--- src/rtl/gcd_pkg.sv ---
// Shared types and default sizing for the GCD operand feeder and its pair FIFO.
package gcd_pkg;

    typedef enum logic [1:0] {
        IDLE  = 2'd0,
        START = 2'd1,
        RUN   = 2'd2,
        CLEAR = 2'd3
    } gcd_state_e;

    localparam int unsigned GCD_W              = 32;
    localparam int unsigned GCD_DEPTH          = 4;
    localparam int unsigned GCD_TIMEOUT_CYCLES = 4096;

endpackage

--- src/rtl/gcd_pair_fifo.sv ---
// Circular FIFO of {a,b} operand pairs; push and pop may coincide.
module gcd_pair_fifo
    import gcd_pkg::*;
#(
    parameter int unsigned W     = GCD_W,
    parameter int unsigned DEPTH = GCD_DEPTH
) (
    input  logic                     clk_i,
    input  logic                     rst_i,
    input  logic                     push_i,
    input  logic [W-1:0]             push_a_i,
    input  logic [W-1:0]             push_b_i,
    input  logic                     pop_i,
    output logic [W-1:0]             head_a_o,
    output logic [W-1:0]             head_b_o,
    output logic                     full_o,
    output logic                     empty_o,
    output logic [$clog2(DEPTH):0]   count_o
);

    localparam int unsigned AW = $clog2(DEPTH);
    localparam int unsigned CW = AW + 1;

    logic [2*W-1:0] mem_q [DEPTH];
    logic [AW-1:0]  wr_ptr_q;
    logic [AW-1:0]  rd_ptr_q;
    logic [CW-1:0]  count_q;
    logic           push_ok;
    logic           pop_ok;

    assign full_o   = (count_q == CW'(DEPTH));
    assign empty_o  = (count_q == '0);
    assign count_o  = count_q;
    assign push_ok  = push_i && !full_o;
    assign pop_ok   = pop_i && !empty_o;
    assign head_a_o = mem_q[rd_ptr_q][2*W-1:W];
    assign head_b_o = mem_q[rd_ptr_q][W-1:0];

    always_ff @(posedge clk_i) begin
        if (push_ok) begin
            mem_q[wr_ptr_q] <= {push_a_i, push_b_i};
        end
    end

    // Power-of-two depth lets the pointers wrap by natural overflow.
    always_ff @(posedge clk_i) begin
        if (rst_i) begin
            wr_ptr_q <= '0;
            rd_ptr_q <= '0;
            count_q  <= '0;
        end else begin
            if (push_ok) wr_ptr_q <= wr_ptr_q + AW'(1);
            if (pop_ok)  rd_ptr_q <= rd_ptr_q + AW'(1);
            case ({push_ok, pop_ok})
                2'b10:   count_q <= count_q + CW'(1);
                2'b01:   count_q <= count_q - CW'(1);
                default: count_q <= count_q;
            endcase
        end
    end

endmodule

--- src/rtl/gcd_operand_feeder.sv ---
// Pairs A/B operand writes, queues them, and drives the GCD engine one pair at a time.
module gcd_operand_feeder
    import gcd_pkg::*;
#(
    parameter int unsigned W              = GCD_W,
    parameter int unsigned DEPTH          = GCD_DEPTH,
    parameter int unsigned TIMEOUT_CYCLES = GCD_TIMEOUT_CYCLES
) (
    input  logic         csi_clk,
    input  logic         rsi_reset,
    input  logic         avs_s0_write,
    input  logic [W-1:0] avs_s0_writedata,
    input  logic         avs_s1_write,
    input  logic [W-1:0] avs_s1_writedata,
    output logic         avs_full,
    input  logic         avs_s2_read,
    output logic [W-1:0] avs_s2_readdata,
    output logic         avs_s2_valid,
    output logic         gcd_clk_en,
    output logic         gcd_start,
    output logic [W-1:0] gcd_a,
    output logic [W-1:0] gcd_b,
    input  logic [W-1:0] gcd_result,
    input  logic         gcd_done,
    output logic         err_timeout
);

    localparam int unsigned CW  = $clog2(DEPTH) + 1;
    localparam int unsigned WDW = $clog2(TIMEOUT_CYCLES) + 1;

    gcd_state_e     state_q, state_d;
    logic [W-1:0]   stage_a_q, stage_a_d, stage_b_q, stage_b_d;
    logic           flag_a_q, flag_a_d, flag_b_q, flag_b_d;
    logic [W-1:0]   op_a_q, op_a_d, op_b_q, op_b_d;
    logic [W-1:0]   rdata_q, rdata_d;
    logic           valid_q, valid_d;
    logic           err_q, err_d;
    logic [WDW-1:0] wd_q, wd_d;

    logic           fifo_push, fifo_pop, fifo_full, fifo_empty;
    logic [W-1:0]   head_a, head_b;
    logic [CW-1:0]  fifo_count;

    gcd_pair_fifo #(
        .W     (W),
        .DEPTH (DEPTH)
    ) u_fifo (
        .clk_i    (csi_clk),
        .rst_i    (rsi_reset),
        .push_i   (fifo_push),
        .push_a_i (stage_a_q),
        .push_b_i (stage_b_q),
        .pop_i    (fifo_pop),
        .head_a_o (head_a),
        .head_b_o (head_b),
        .full_o   (fifo_full),
        .empty_o  (fifo_empty),
        .count_o  (fifo_count)
    );

    assign avs_full        = (fifo_count == CW'(DEPTH)) || (flag_a_q && flag_b_q);
    assign fifo_push       = flag_a_q && flag_b_q && !fifo_full;
    assign avs_s2_readdata = rdata_q;
    assign avs_s2_valid    = valid_q;
    assign err_timeout     = err_q;
    assign gcd_a           = op_a_q;
    assign gcd_b           = op_b_q;
    assign gcd_clk_en      = (state_q == START) || (state_q == RUN);
    assign gcd_start       = (state_q == START);

    // avs_full is high whenever a staged pair is pending, so a write never races the flag clear.
    always_comb begin
        stage_a_d = stage_a_q;
        stage_b_d = stage_b_q;
        flag_a_d  = flag_a_q;
        flag_b_d  = flag_b_q;
        if (fifo_push) begin
            flag_a_d = 1'b0;
            flag_b_d = 1'b0;
        end
        if (avs_s0_write && !avs_full) begin
            stage_a_d = avs_s0_writedata;
            flag_a_d  = 1'b1;
        end
        if (avs_s1_write && !avs_full) begin
            stage_b_d = avs_s1_writedata;
            flag_b_d  = 1'b1;
        end
    end

    always_comb begin
        state_d  = state_q;
        op_a_d   = op_a_q;
        op_b_d   = op_b_q;
        rdata_d  = rdata_q;
        valid_d  = valid_q;
        err_d    = err_q;
        wd_d     = wd_q;
        fifo_pop = 1'b0;
        if (avs_s2_read && valid_q) valid_d = 1'b0;
        case (state_q)
            IDLE: begin
                if (!fifo_empty && !valid_q) begin
                    fifo_pop = 1'b1;
                    // Zero operands would stall the subtractive engine forever.
                    if (head_a == '0 || head_b == '0) begin
                        rdata_d = head_a | head_b;
                        valid_d = 1'b1;
                    end else begin
                        op_a_d  = head_a;
                        op_b_d  = head_b;
                        state_d = START;
                    end
                end
            end
            START: state_d = RUN;
            RUN: begin
                wd_d = wd_q + WDW'(1);
                if (gcd_done) begin
                    rdata_d = gcd_result;
                    valid_d = 1'b1;
                    state_d = CLEAR;
                end else if (wd_q == WDW'(TIMEOUT_CYCLES - 1)) begin
                    rdata_d = '0;
                    valid_d = 1'b1;
                    err_d   = 1'b1;
                    state_d = CLEAR;
                end
            end
            CLEAR: begin
                wd_d    = '0;
                state_d = IDLE;
            end
            default: state_d = IDLE;
        endcase
    end

    always_ff @(posedge csi_clk) begin
        if (rsi_reset) begin
            state_q   <= IDLE;
            stage_a_q <= '0;
            stage_b_q <= '0;
            flag_a_q  <= 1'b0;
            flag_b_q  <= 1'b0;
            op_a_q    <= '0;
            op_b_q    <= '0;
            rdata_q   <= '0;
            valid_q   <= 1'b0;
            err_q     <= 1'b0;
            wd_q      <= '0;
        end else begin
            state_q   <= state_d;
            stage_a_q <= stage_a_d;
            stage_b_q <= stage_b_d;
            flag_a_q  <= flag_a_d;
            flag_b_q  <= flag_b_d;
            op_a_q    <= op_a_d;
            op_b_q    <= op_b_d;
            rdata_q   <= rdata_d;
            valid_q   <= valid_d;
            err_q     <= err_d;
            wd_q      <= wd_d;
        end
    end

endmodule

--- config.mk ---
export PLATFORM = sky130hd
export DESIGN_NAME = gcd_operand_feeder
export DESIGN_NICKNAME = d
export VERILOG_FILES = /design/src/rtl/gcd_pkg.sv /design/src/rtl/gcd_pair_fifo.sv /design/src/rtl/gcd_operand_feeder.sv
export SDC_FILE = /design/constraint.sdc
export NUM_CORES = 1
export LEC_CHECK = 0
export BUFFER_PORTS_ARGS = -buffer_cell sky130_fd_sc_hd__buf_2
export CAP_MARGIN = 20
export CELL_PAD_IN_SITES_DETAIL_PLACEMENT = 1
export CELL_PAD_IN_SITES_GLOBAL_PLACEMENT = 1
export CORE_AREA = 5 5 195 197
export CTS_CLUSTER_SIZE = 24
export DETAILED_ROUTE_END_ITERATION = 8
export DIE_AREA = 0 0 200 202
export PLACE_DENSITY = 0.78
export SLEW_MARGIN = 20
export SYNTH_ARGS = -nofsm -noshare
export SYNTH_HDL_FRONTEND = slang
export SYNTH_SLANG_ARGS = --single-unit
--- constraint.sdc ---
create_clock -name csi_clk -period 3 [get_ports csi_clk]
set_input_delay 0.45 -clock csi_clk [delete_from_list [all_inputs] [get_ports csi_clk]]
set_output_delay 0.45 -clock csi_clk [all_outputs]
set_load 0.02 [all_outputs]
## Word-level counts from Yosys, hierarchy flattened

Memories as Yosys holds them, arrays and structs flattened. A register that Yosys moved wholly into a read port is not among the register bits.
Cells that the tools add are included.

| operators by class | value |
|---|---|
| $add $sub $neg | 5 |
| equal/unequal tests | 11 |
| mux-type cells | 27 |
| bitwise logic cells | 3 |
| reduce and logical (&&, ||, !) cells | 28 |

Operators with widths:

| cell | count |
|---|---|
| 32-bit 2-to-1 mux | 4 |
| 32-bit logical NOT | 2 |
| 32-bit one-hot mux with 2 select lines | 1 |
| 32-bit OR | 1 |
| 13-bit one-hot mux with 2 select lines | 1 |
| 13-bit by 1-bit adder with 13-bit output (second input constant) | 1 |
| 13-bit by 12-bit equality test with 1-bit output (second input constant) | 1 |
| 1-bit 2-to-1 mux | 12 |
| 2-bit 2-to-1 mux | 6 |
| 2-bit nonzero test | 5 |
| 3-bit AND reduction | 3 |
| 1-bit logical AND | 8 |
| 2-bit one-hot mux with 4 select lines | 1 |
| 2-bit equality test (second input constant) | 3 |
| 2-bit != test (second input constant) | 3 |
| 3-bit one-hot mux with 2 select lines | 1 |
| 2-bit by 1-bit adder with 2-bit output (second input constant) | 2 |
| 2-bit by 1-bit equality test with 1-bit output (second input constant) | 2 |
| 1-bit logical NOT | 4 |
| 4-bit AND reduction | 1 |
| 3-bit by 1-bit adder with 3-bit output (second input constant) | 1 |
| 3-bit equality test (second input constant) | 1 |
| 3-bit logical NOT | 1 |
| 1-bit logical OR | 3 |
| 5 further kinds | 6 |

| word-level totals | value |
|---|---|
| register bits after elaboration | 186 |
| RAM bits | 256 |
| input port bits | 102 |
| output and inout bits | 101 |
| word-level logic and storage cells | 89 |
| memories | 1 |

Memories:

| name | words | width | rd ports | clocked after Yosys merged registers in | wr ports | line | RTL |
|---|---|---|---|---|---|---|---|
| u_fifo.mem_q | 4 | 64 | 1 | 1 | 1 | gcd_pair_fifo.sv:24 | `logic [2*W-1:0] mem_q [DEPTH];` |

## Depth between registers and ports, before layout

Gate-level depths: netlist of the first run.

| depth | value |
|---|---|
| word-level depth | 8 |
| mapped depth | 10 |
| gate-level depth less buffers | 9 |

## By module

A second synthesis of the first run with hierarchy kept.

| unflattened totals | value |
|---|---|
| cell total of the unflattened synthesis | 1,259 |
| area total of the unflattened synthesis | 17,152.7 sq um |

By module, submodules not included:

| module | instances | cells an instance | area each (sq um) | seq. area each (sq um) |
|---|---|---|---|---|
| gcd_pair_fifo | 1 | 388 | 9,785.6 | 7,867.5 |
| gcd_operand_feeder | 1 | 871 | 7,367.1 | 3,583.4 |

## Least setup slack after synthesis of the first run

No wires, ideal clock.

| path | value |
|---|---|
| path kind | reg2reg |
| start point | reg u_fifo.count_q[0] (netlist: u_fifo.count_o[0]) |
| end point | mem u_fifo.mem_q[1][0] (netlist name), enable pin |
| setup time | 429 ps |
| arrival time | 2,329 ps |
| required time | 2,571 ps |
| setup slack | 243 ps |
| stages on the path, launching flop included | 4 |
| path buffers | 0 |
| clock period less this slack | 2,757 ps |
| cells stage by stage | dfxtp_1 > nor2_1 > a21oi_1 > and2_1 |

| on the way | value |
|---|---|
| longest elaborated chain between the ends | 6 |

RTL lines:

| element | line | RTL |
|---|---|---|
| from (decl) | gcd_pair_fifo.sv:27 | `logic [CW-1:0] count_q;` |
| from (signal assigned) | gcd_pair_fifo.sv:55 | `2'b10: count_q <= count_q + CW'(1);` |
| from (signal assigned) | gcd_pair_fifo.sv:56 | `2'b01: count_q <= count_q - CW'(1);` |
| from (signal assigned) | gcd_pair_fifo.sv:57 | `default: count_q <= count_q;` |
| 3-bit equality test (*) | gcd_pair_fifo.sv:31 | `assign full_o = (count_q == CW'(DEPTH));` |
| 1-bit logical NOT (*) | gcd_pair_fifo.sv:34, gcd_operand_feeder.sv:62 |  |
| 1-bit logical AND | gcd_operand_feeder.sv:62 | `assign fifo_push = flag_a_q && flag_b_q && !fifo_full;` |
| 1-bit logical AND (*) | gcd_pair_fifo.sv:34 | `assign push_ok = push_i && !full_o;` |
| 1-bit 2-to-1 mux (*) | gcd_pair_fifo.sv:40 | `if (push_ok) begin` |
| 1-bit 2-to-1 mux (not written as such) (*) | gcd_pair_fifo.sv:41 | `mem_q[wr_ptr_q] <= {push_a_i, push_b_i};` |
| to (decl) | gcd_pair_fifo.sv:24 |  |

Every way passes the cells marked *; elsewhere a longest branch is shown, timed or not.

==> impl_metrics.env, run 1 <==
export IMPL_p_per_area_nw_per_um2=956
export IMPL_vias=11200
export IMPL_rows=70
export IMPL_drive_gt1_share_pct=29.7
export IMPL_routedWlPerCell_um=25.8
export IMPL_status="complete, but fails checks"
export IMPL_async_flop_share_pct=0
export IMPL_drt_total_wl_mm=50.9
export IMPL_dieArea_um2=40400
export IMPL_ys_types=37
export IMPL_worstSetupPathType="reg2reg"
export IMPL_violations="negative setup slack"
export IMPL_r2r_end="gcd_b[0]$_SDFFE_PP0P_"
export IMPL_numClockSinks=444
export IMPL_drv_slew=0
export IMPL_synth_largest_area_cell="edfxtp_1"
export IMPL_drc=0
export IMPL_grt_pass1_wl_mm=70.5
export IMPL_timing_final_crit_share_pct=103
export IMPL_final_util_pct=57.8
export IMPL_final_antenna_net_count=0
export IMPL_fin_crit_ps=3100
export IMPL_initial_core_util_pct=47.0
export IMPL_drt_iter0_markers=949
export IMPL_path_clk_slew_ps=60
export IMPL_ys_seq_area_share_pct=67.4
export IMPL_leakage_uw=0.00825
export IMPL_cts_tree="yes"
export IMPL_setup_viol=45
export IMPL_clock_path_buffers=3
export IMPL_syn_to_final_growth_pct=22.9
export IMPL_vdd_drop_max_uv=617
export IMPL_fmax_mhz=323
export IMPL_diodes=0
export IMPL_crit_path_end_kind="register"
export IMPL_hold_class="in2reg"
export IMPL_htree_levels=2
export IMPL_dp_cells=1847
export IMPL_via_per_inst=5.70
export IMPL_synth_nets=1326
export IMPL_clk_latency_ps=550
export IMPL_n_fill_cell=3552
export IMPL_synth_edf_count=256
export IMPL_core_area_um2=36100
export IMPL_cts_buffers=44
export IMPL_fin_worst_skew_ps=19.1
export IMPL_fin_ws_ps=-96.5
export IMPL_critical_path_endpoint="gcd_b[0]$_SDFFE_PP0P_"
export IMPL_max_slew_margin_rel_pct=50.8
export IMPL_instances_no_fill=1972
export IMPL_synthTopCellsByArea="edfxtp_1 (45%), dfxtp_1 (22%), mux4_2 (8.5%)"
export IMPL_ios=203
export IMPL_worst_r2r_setup_slack_ps=-100
export IMPL_cp_data_required_time_ps=3420
export IMPL_rsz0062_at_grt="true"
export IMPL_drt_first_pass_iters=5
export IMPL_maxCapViolations=0
export IMPL_synth_top_cell_area_share_pct=45.3
export IMPL_ys_ff_latch=444
export IMPL_overflow=0
export IMPL_portBuffers=202
export IMPL_antenna_found_initial=0
export IMPL_gp_congestion=0.772
export IMPL_grt_start_max_net_pins=92
export IMPL_die_x_um=200
export IMPL_grt_usage_pct=22.7
export IMPL_cp_arrival_ps=3510
export IMPL_yosys_warnings=0
export IMPL_netlist_instances=1213
export IMPL_dpl_hpwl_mm=31.8
export IMPL_r2r_cells=10
export IMPL_hold_viol=0
export IMPL_ys_flop_type="edfxtp_1"
export IMPL_crit_fanout=7
export IMPL_cts_root_buf="clkbuf_16"
export IMPL_nets=1585
export IMPL_synth_area_um2=17000
export IMPL_grt_pass1_vias=11400
export IMPL_chipHeight_um=202
export IMPL_critPathLaunchType="register"
export IMPL_worst_pin_slew_ps=732
export IMPL_avgSynthCellArea_um2=14.0
## cells by family after synthesis
family | synth area share (%)
AOI/OAI and AO/OA | 4.25
and+or+nand+nor | 9.83
adders and majority gates | 0.855
DFF | 67.4
buffers and inverters | 2.58
xor gates and xnor gates | 0.774
muxes | 14.3
## power breakdown
| group | internal (uW) | switching (uW) | leakage (uW) |
|---|---|---|---|
| registers | 7240 | 582 | 0.00390 |
| logic | 2850 | 3730 | 0.00367 |
| clock network | 3220 | 2330 | 0.000678 |
| total | 13300 | 6640 | 0.00825 |
## cell usage in the layout, fill, tap and decap left out, drive strengths merged, types with 2 or more instances in the layout
master	netlist	layout
edfxtp	256	256
nand2	175	175
o22ai	2	2
buf	22	281
o21ai	4	4
mux4	64	64
mux2i	98	98
nor4	17	17
bufinv	0	5
inv	11	11
and2	6	6
or3	3	3
nand2b	36	36
a211o	32	32
clkbuf	53	61
dfxtp	188	188
xnor2	5	5
xor2	10	10
nand3	3	3
ha	10	10
clkinv	0	11
nor2	90	90
and3	4	4
nand4	8	8
clkinvlp	0	8
a31oi	3	3
nor3	35	35
a21oi	72	72
## flip-flops by register name, summed over array words and instances, names as in the netlist, named ones only
| signal | cells |
|---|---|
| stage_a_q | 32 |
| u_fifo.wr_ptr_q | 2 |
| avs_s2_readdata | 32 |
| flag_b_q | 1 |
| avs_s2_valid | 1 |
| flag_a_q | 1 |
| u_fifo.mem_q | 256 |
| gcd_b | 32 |
| state_q | 2 |
| wd_q | 13 |
| gcd_a | 32 |
| stage_b_q | 32 |
| u_fifo.rd_ptr_q | 2 |
| err_timeout | 1 |
| u_fifo.count_o | 3 |
## cells in the mapped netlist (8+ instances only)
| cell type | count |
|---|---|
| nor3_1 | 35 |
| clkbuf_1 | 53 |
| mux4_2 | 64 |
| dfxtp_1 | 188 |
| mux2i_1 | 98 |
| ha_1 | 10 |
| nand4_1 | 8 |
| nor4_1 | 17 |
| nor2_1 | 90 |
| a21oi_1 | 72 |
| nand2b_1 | 36 |
| edfxtp_1 | 256 |
| inv_1 | 11 |
| nand2_1 | 175 |
| a211o_1 | 32 |
| xor2_1 | 10 |
## repair_timing
item	in CTS	in global routing
gates resized for setup	2	39
pin swaps	4	12
cloned	1	10
hold endpoints to repair	0	0
setup endpoints to repair	30	94
hold buffers	0	0
buffers inserted	3	33
## worst max-delay path, stage by stage, from the launching register on
cell and delay [ps]:
dfxtp_4 410, buf_12 120, buf_16 120, mux4_2 610, nor4_2 380, nand4_1 320, o221ai_4 310, buf_6 190
clkbuf_16 170, mux2i_1 240, nor2_1 80
## layout make-up
cell class                 instances  area [um2]  share of cell area (%)
clock buffer                      54        1180                    5.66
inverter                          11        41.3                   0.198
multi-input combinational        683        5260                    25.2
clock inverter                    24         253                    1.21
timing repair buffer             288        2080                    9.97
tap                              468         586                    2.81
sequential                       444       11500                    54.9
## per-layer routing
layer	global-route usage, %	share of wire, %	up-vias
met4	5.99	3.0	0
met5	0	0	-
met2	36.8	48	489
met3	3.55	6.9	97
li1	-	-	4939
met1	32.3	42	5716
## worst min-delay path by stage
stage | startpoint | end | slack (ps) | cells after the start
after floorplan | flag_a_q$_SDFFE_PP0P_ | flag_a_q$_SDFFE_PP0P_ | 440 | 2
final | avs_s1_writedata[31] | stage_b_q[31]$_SDFFE_PP0P_ | 150 | 3
after CTS | avs_s0_writedata[17] | stage_a_q[17]$_SDFFE_PP0P_ | 130 | 3
after global placement | flag_a_q$_SDFFE_PP0P_ | flag_a_q$_SDFFE_PP0P_ | 440 | 2
after detailed placement | flag_b_q$_SDFFE_PP0P_ | flag_b_q$_SDFFE_PP0P_ | 470 | 2
after global routing | avs_s0_writedata[27] | stage_a_q[27]$_SDFFE_PP0P_ | 150 | 3
## per-stage QoR
step	hold WS (ps)	setup WS, ps	power (uW)	cell area (um2)	setup TNS, ps
after detailed placement	468	-24.8	13400	18700	-42.7
after CTS	126	3.95	19000	20200	0
after global placement	443	39.9	13200	18700	0
after floorplan	436	243	11500	17000	0
after global routing	147	-212	20700	20900	-8500
final	152	-96.5	20000	20900	-1100
No activity file was read; power rests on OpenSTA's default activity.
==> run 2: changes to the inputs <==
--- a/config.mk
+++ b/config.mk
@@ -9,11 +9,11 @@
 export CAP_MARGIN = 20
 export CELL_PAD_IN_SITES_DETAIL_PLACEMENT = 1
 export CELL_PAD_IN_SITES_GLOBAL_PLACEMENT = 1
-export CORE_AREA = 5 5 195 197
+export CORE_AREA = 2 2 196 198
 export CTS_CLUSTER_SIZE = 24
 export DETAILED_ROUTE_END_ITERATION = 8
-export DIE_AREA = 0 0 200 202
-export PLACE_DENSITY = 0.78
+export DIE_AREA = 0 0 198 200
+export PLACE_DENSITY = 0.76
 export SLEW_MARGIN = 20
 export SYNTH_ARGS = -nofsm -noshare
 export SYNTH_HDL_FRONTEND = slang
==> run 2 against run 1 <==
  * The run still ends with negative setup slack left
  * Largest cell class unchanged
  * Die area is 2.0% lower
  * Core utilization is 1.9 points lower
  * Largest power group unchanged
  * Via count is 0.21% higher
  * Clock-buffer cell count increased by 10
==> impl_metrics.env, run 2 (synthesized netlist as in run 1, its figures left out) <==
export IMPL_initial_core_util_pct=45.4
export IMPL_fin_worst_skew_ps=16.1
export IMPL_chipHeight_um=200
export IMPL_maxCapViolations=0
export IMPL_dr_wl_met3_mm=3.85
export IMPL_hold_path_end="stage_b_q[1]$_SDFFE_PP0P_"
export IMPL_setup_viol=64
export IMPL_cp_data_required_time_ps=3430
export IMPL_grt_pass1_wl_mm=73.0
export IMPL_htree_levels=2
export IMPL_r2r_cells=10
export IMPL_max_slew_margin_rel_pct=46.8
export IMPL_status="complete, but fails checks"
export IMPL_overflow=0
export IMPL_cts_tree="yes"
export IMPL_layout_commonest_cell="edfxtp_1"
export IMPL_drt_total_wl_mm=51.8
export IMPL_drt_first_pass_iters=5
export IMPL_largest_register="u_fifo.mem_q"
export IMPL_hold_class="in2reg"
export IMPL_core_area_um2=37400
export IMPL_multi_input_area_um2=5260
export IMPL_r2r_end="gcd_b[19]$_SDFFE_PP0P_"
export IMPL_path_cells="buf_12 -> mux4_2 -> nor4_2 -> nand4_1 -> buf_4 -> o221ai_4 -> buf_6 -> buf_12 -> mux2i_1 -> nor2_1"
export IMPL_vias=11300
export IMPL_portBuffers=202
export IMPL_cts_buffers=44
export IMPL_crit_fanout=15
export IMPL_grt_usage_pct=25.0
export IMPL_fmax_mhz=314
export IMPL_cpMostUsedCell="buf_12"
export IMPL_ios=203
export IMPL_fin_ws_ps=-185
export IMPL_regArea_um2=11500
export IMPL_top_layer_used="met4"
export IMPL_rsz0062_at_grt="true"
export IMPL_violations="negative setup slack"
export IMPL_drc=0
export IMPL_n_fill_cell=3692
export IMPL_die_x_um=198
export IMPL_cts_root_buf="clkbuf_16"
export IMPL_final_cell_mix="edfxtp_1 (256), buf_2 (201), dfxtp_1 (186)"
export IMPL_wl_met1_mm=21.5
export IMPL_drt_iter0_markers=950
export IMPL_vdd_drop_max_uv=528
export IMPL_hold_viol=0
export IMPL_pre_cts_ws_ps=-145
export IMPL_via_per_inst=5.56
export IMPL_leakage_uw=0.00831
export IMPL_grt_start_max_net_pins=112
export IMPL_clk_latency_ps=550
export IMPL_crit_path_end_kind="register"
export IMPL_drv_slew=0
export IMPL_dp_cells=1907
export IMPL_worst_pin_slew_ps=798
export IMPL_syn_to_final_growth_pct=23.1
export IMPL_drive_gt1_share_pct=30.2
export IMPL_instances_no_fill=2025
export IMPL_path_clk_slew_ps=60
export IMPL_p_per_area_nw_per_um2=948
export IMPL_slowest_delay_ps=650
export IMPL_timing_final_crit_share_pct=106
export IMPL_nets=1591
export IMPL_grt_pass1_vias=11600
export IMPL_postCtsHoldBufs=0
export IMPL_largest_register_ff_count=256
export IMPL_hold_depth=3
export IMPL_final_antenna_net_count=0
export IMPL_routedWlPerCell_um=25.6
export IMPL_dieArea_um2=39600
export IMPL_dpl_hpwl_mm=32.3
export IMPL_antenna_found_initial=1
export IMPL_hold_start="avs_s1_writedata[1]"
export IMPL_rows=71
export IMPL_numClockSinks=444
export IMPL_fin_crit_ps=3180
export IMPL_cp_arrival_ps=3610
export IMPL_slowest_stage="mux4_2"
export IMPL_critPathLaunchType="register"
export IMPL_worstSetupPathType="reg2reg"
export IMPL_worst_r2r_setup_slack_ps=-180
export IMPL_gp_congestion=0.773
export IMPL_clock_path_buffers=3
export IMPL_met2WireLength_mm=25.0
==> run 2: cell count changes in the layout (fill, tap and decap cells not counted), moves of 4 or more <==
cell	previous run	this run
buf_12	14	19
buf_8	4	0
buf_4	50	60
clkinvlp_4	6	1
clkinv_2	5	10
clkinv_1	6	1
clkbuf_8	2	9
==> run 2: routing by layer <==
metal | up-vias | GRT usage, %
li1 | 4960 | -
met1 | 5722 | 33.8
met2 | 511 | 40.9
met3 | 72 | 4.77
met4 | 0 | 8.66
met5 | - | 0
==> run 2: critical path: cells and delay by family, from the launching register on <==
kind / cells / cell delay, ps
AOI/OAI and AO/OA: 1 / 300
and+or+nand+nor: 3 / 560
muxes: 2 / 960
DFF: 1 / 490
buffers and inverters: 4 / 750
==> run 2: how the worst max path moves through the flow <==
stage                                         startpoint                           end  depth (start not counted)
after floorplan           u_fifo.count_o[0]$_SDFFE_PP0P_  u_fifo.mem_q[1][0]$_DFFE_PP_                          3
after global placement                          register        gcd_b[10]$_SDFFE_PP0P_                          8
after detailed placement                        register         gcd_b[8]$_SDFFE_PP0P_                          8
after CTS                                       register         gcd_b[8]$_SDFFE_PP0P_                          9
after global routing                            register        gcd_b[19]$_SDFFE_PP0P_                         10
final                                           register        gcd_b[19]$_SDFFE_PP0P_                         10
==> run 2: stage by stage <==
| step | instance area [um2] | TNS [ps] | hold slack [ps] | util, % | power [uW] |
|---|---|---|---|---|---|
| after CTS | 20500 | 0 | 117 | 54.8 | 19200 |
| final | 20900 | -3860 | 139 | 55.9 | 19800 |
| after floorplan | 17000 | 0 | 436 | - | 11500 |
| after global routing | 20900 | -17970 | 132 | 55.9 | 20500 |
| after detailed placement | 18900 | -5700 | 462 | 50.5 | 13500 |
| after global placement | 18900 | 0 | 443 | 50.5 | 13300 |
==> run 2: layout make-up <==
class                           instances  area share [%]
Antenna cell                            1          0.0120
Clock buffer                           64            6.07
Clock inverter                         17           0.742
Inverter                               11           0.198
Multi-Input combinational cell        683            25.2
Sequential cell                       444            54.8
Tap cell                              511            3.06
Timing Repair Buffer                  294            9.95
==> run 2: what timing repair did <==
item,4_1_cts,5_1_grt
pin swaps,4,5
setup buffers,12,17
resized for setup,12,23
setup endpoints to repair,97,98
cloned,1,6
==> run 2: power by group <==
group / switching (uW) / total [uW] / internal [uW]
logic: 3740 / 6540 / 2800
clock network: 2330 / 5450 / 3120
registers: 588 / 7830 / 7240
total: 6650 / 19800 / 13200
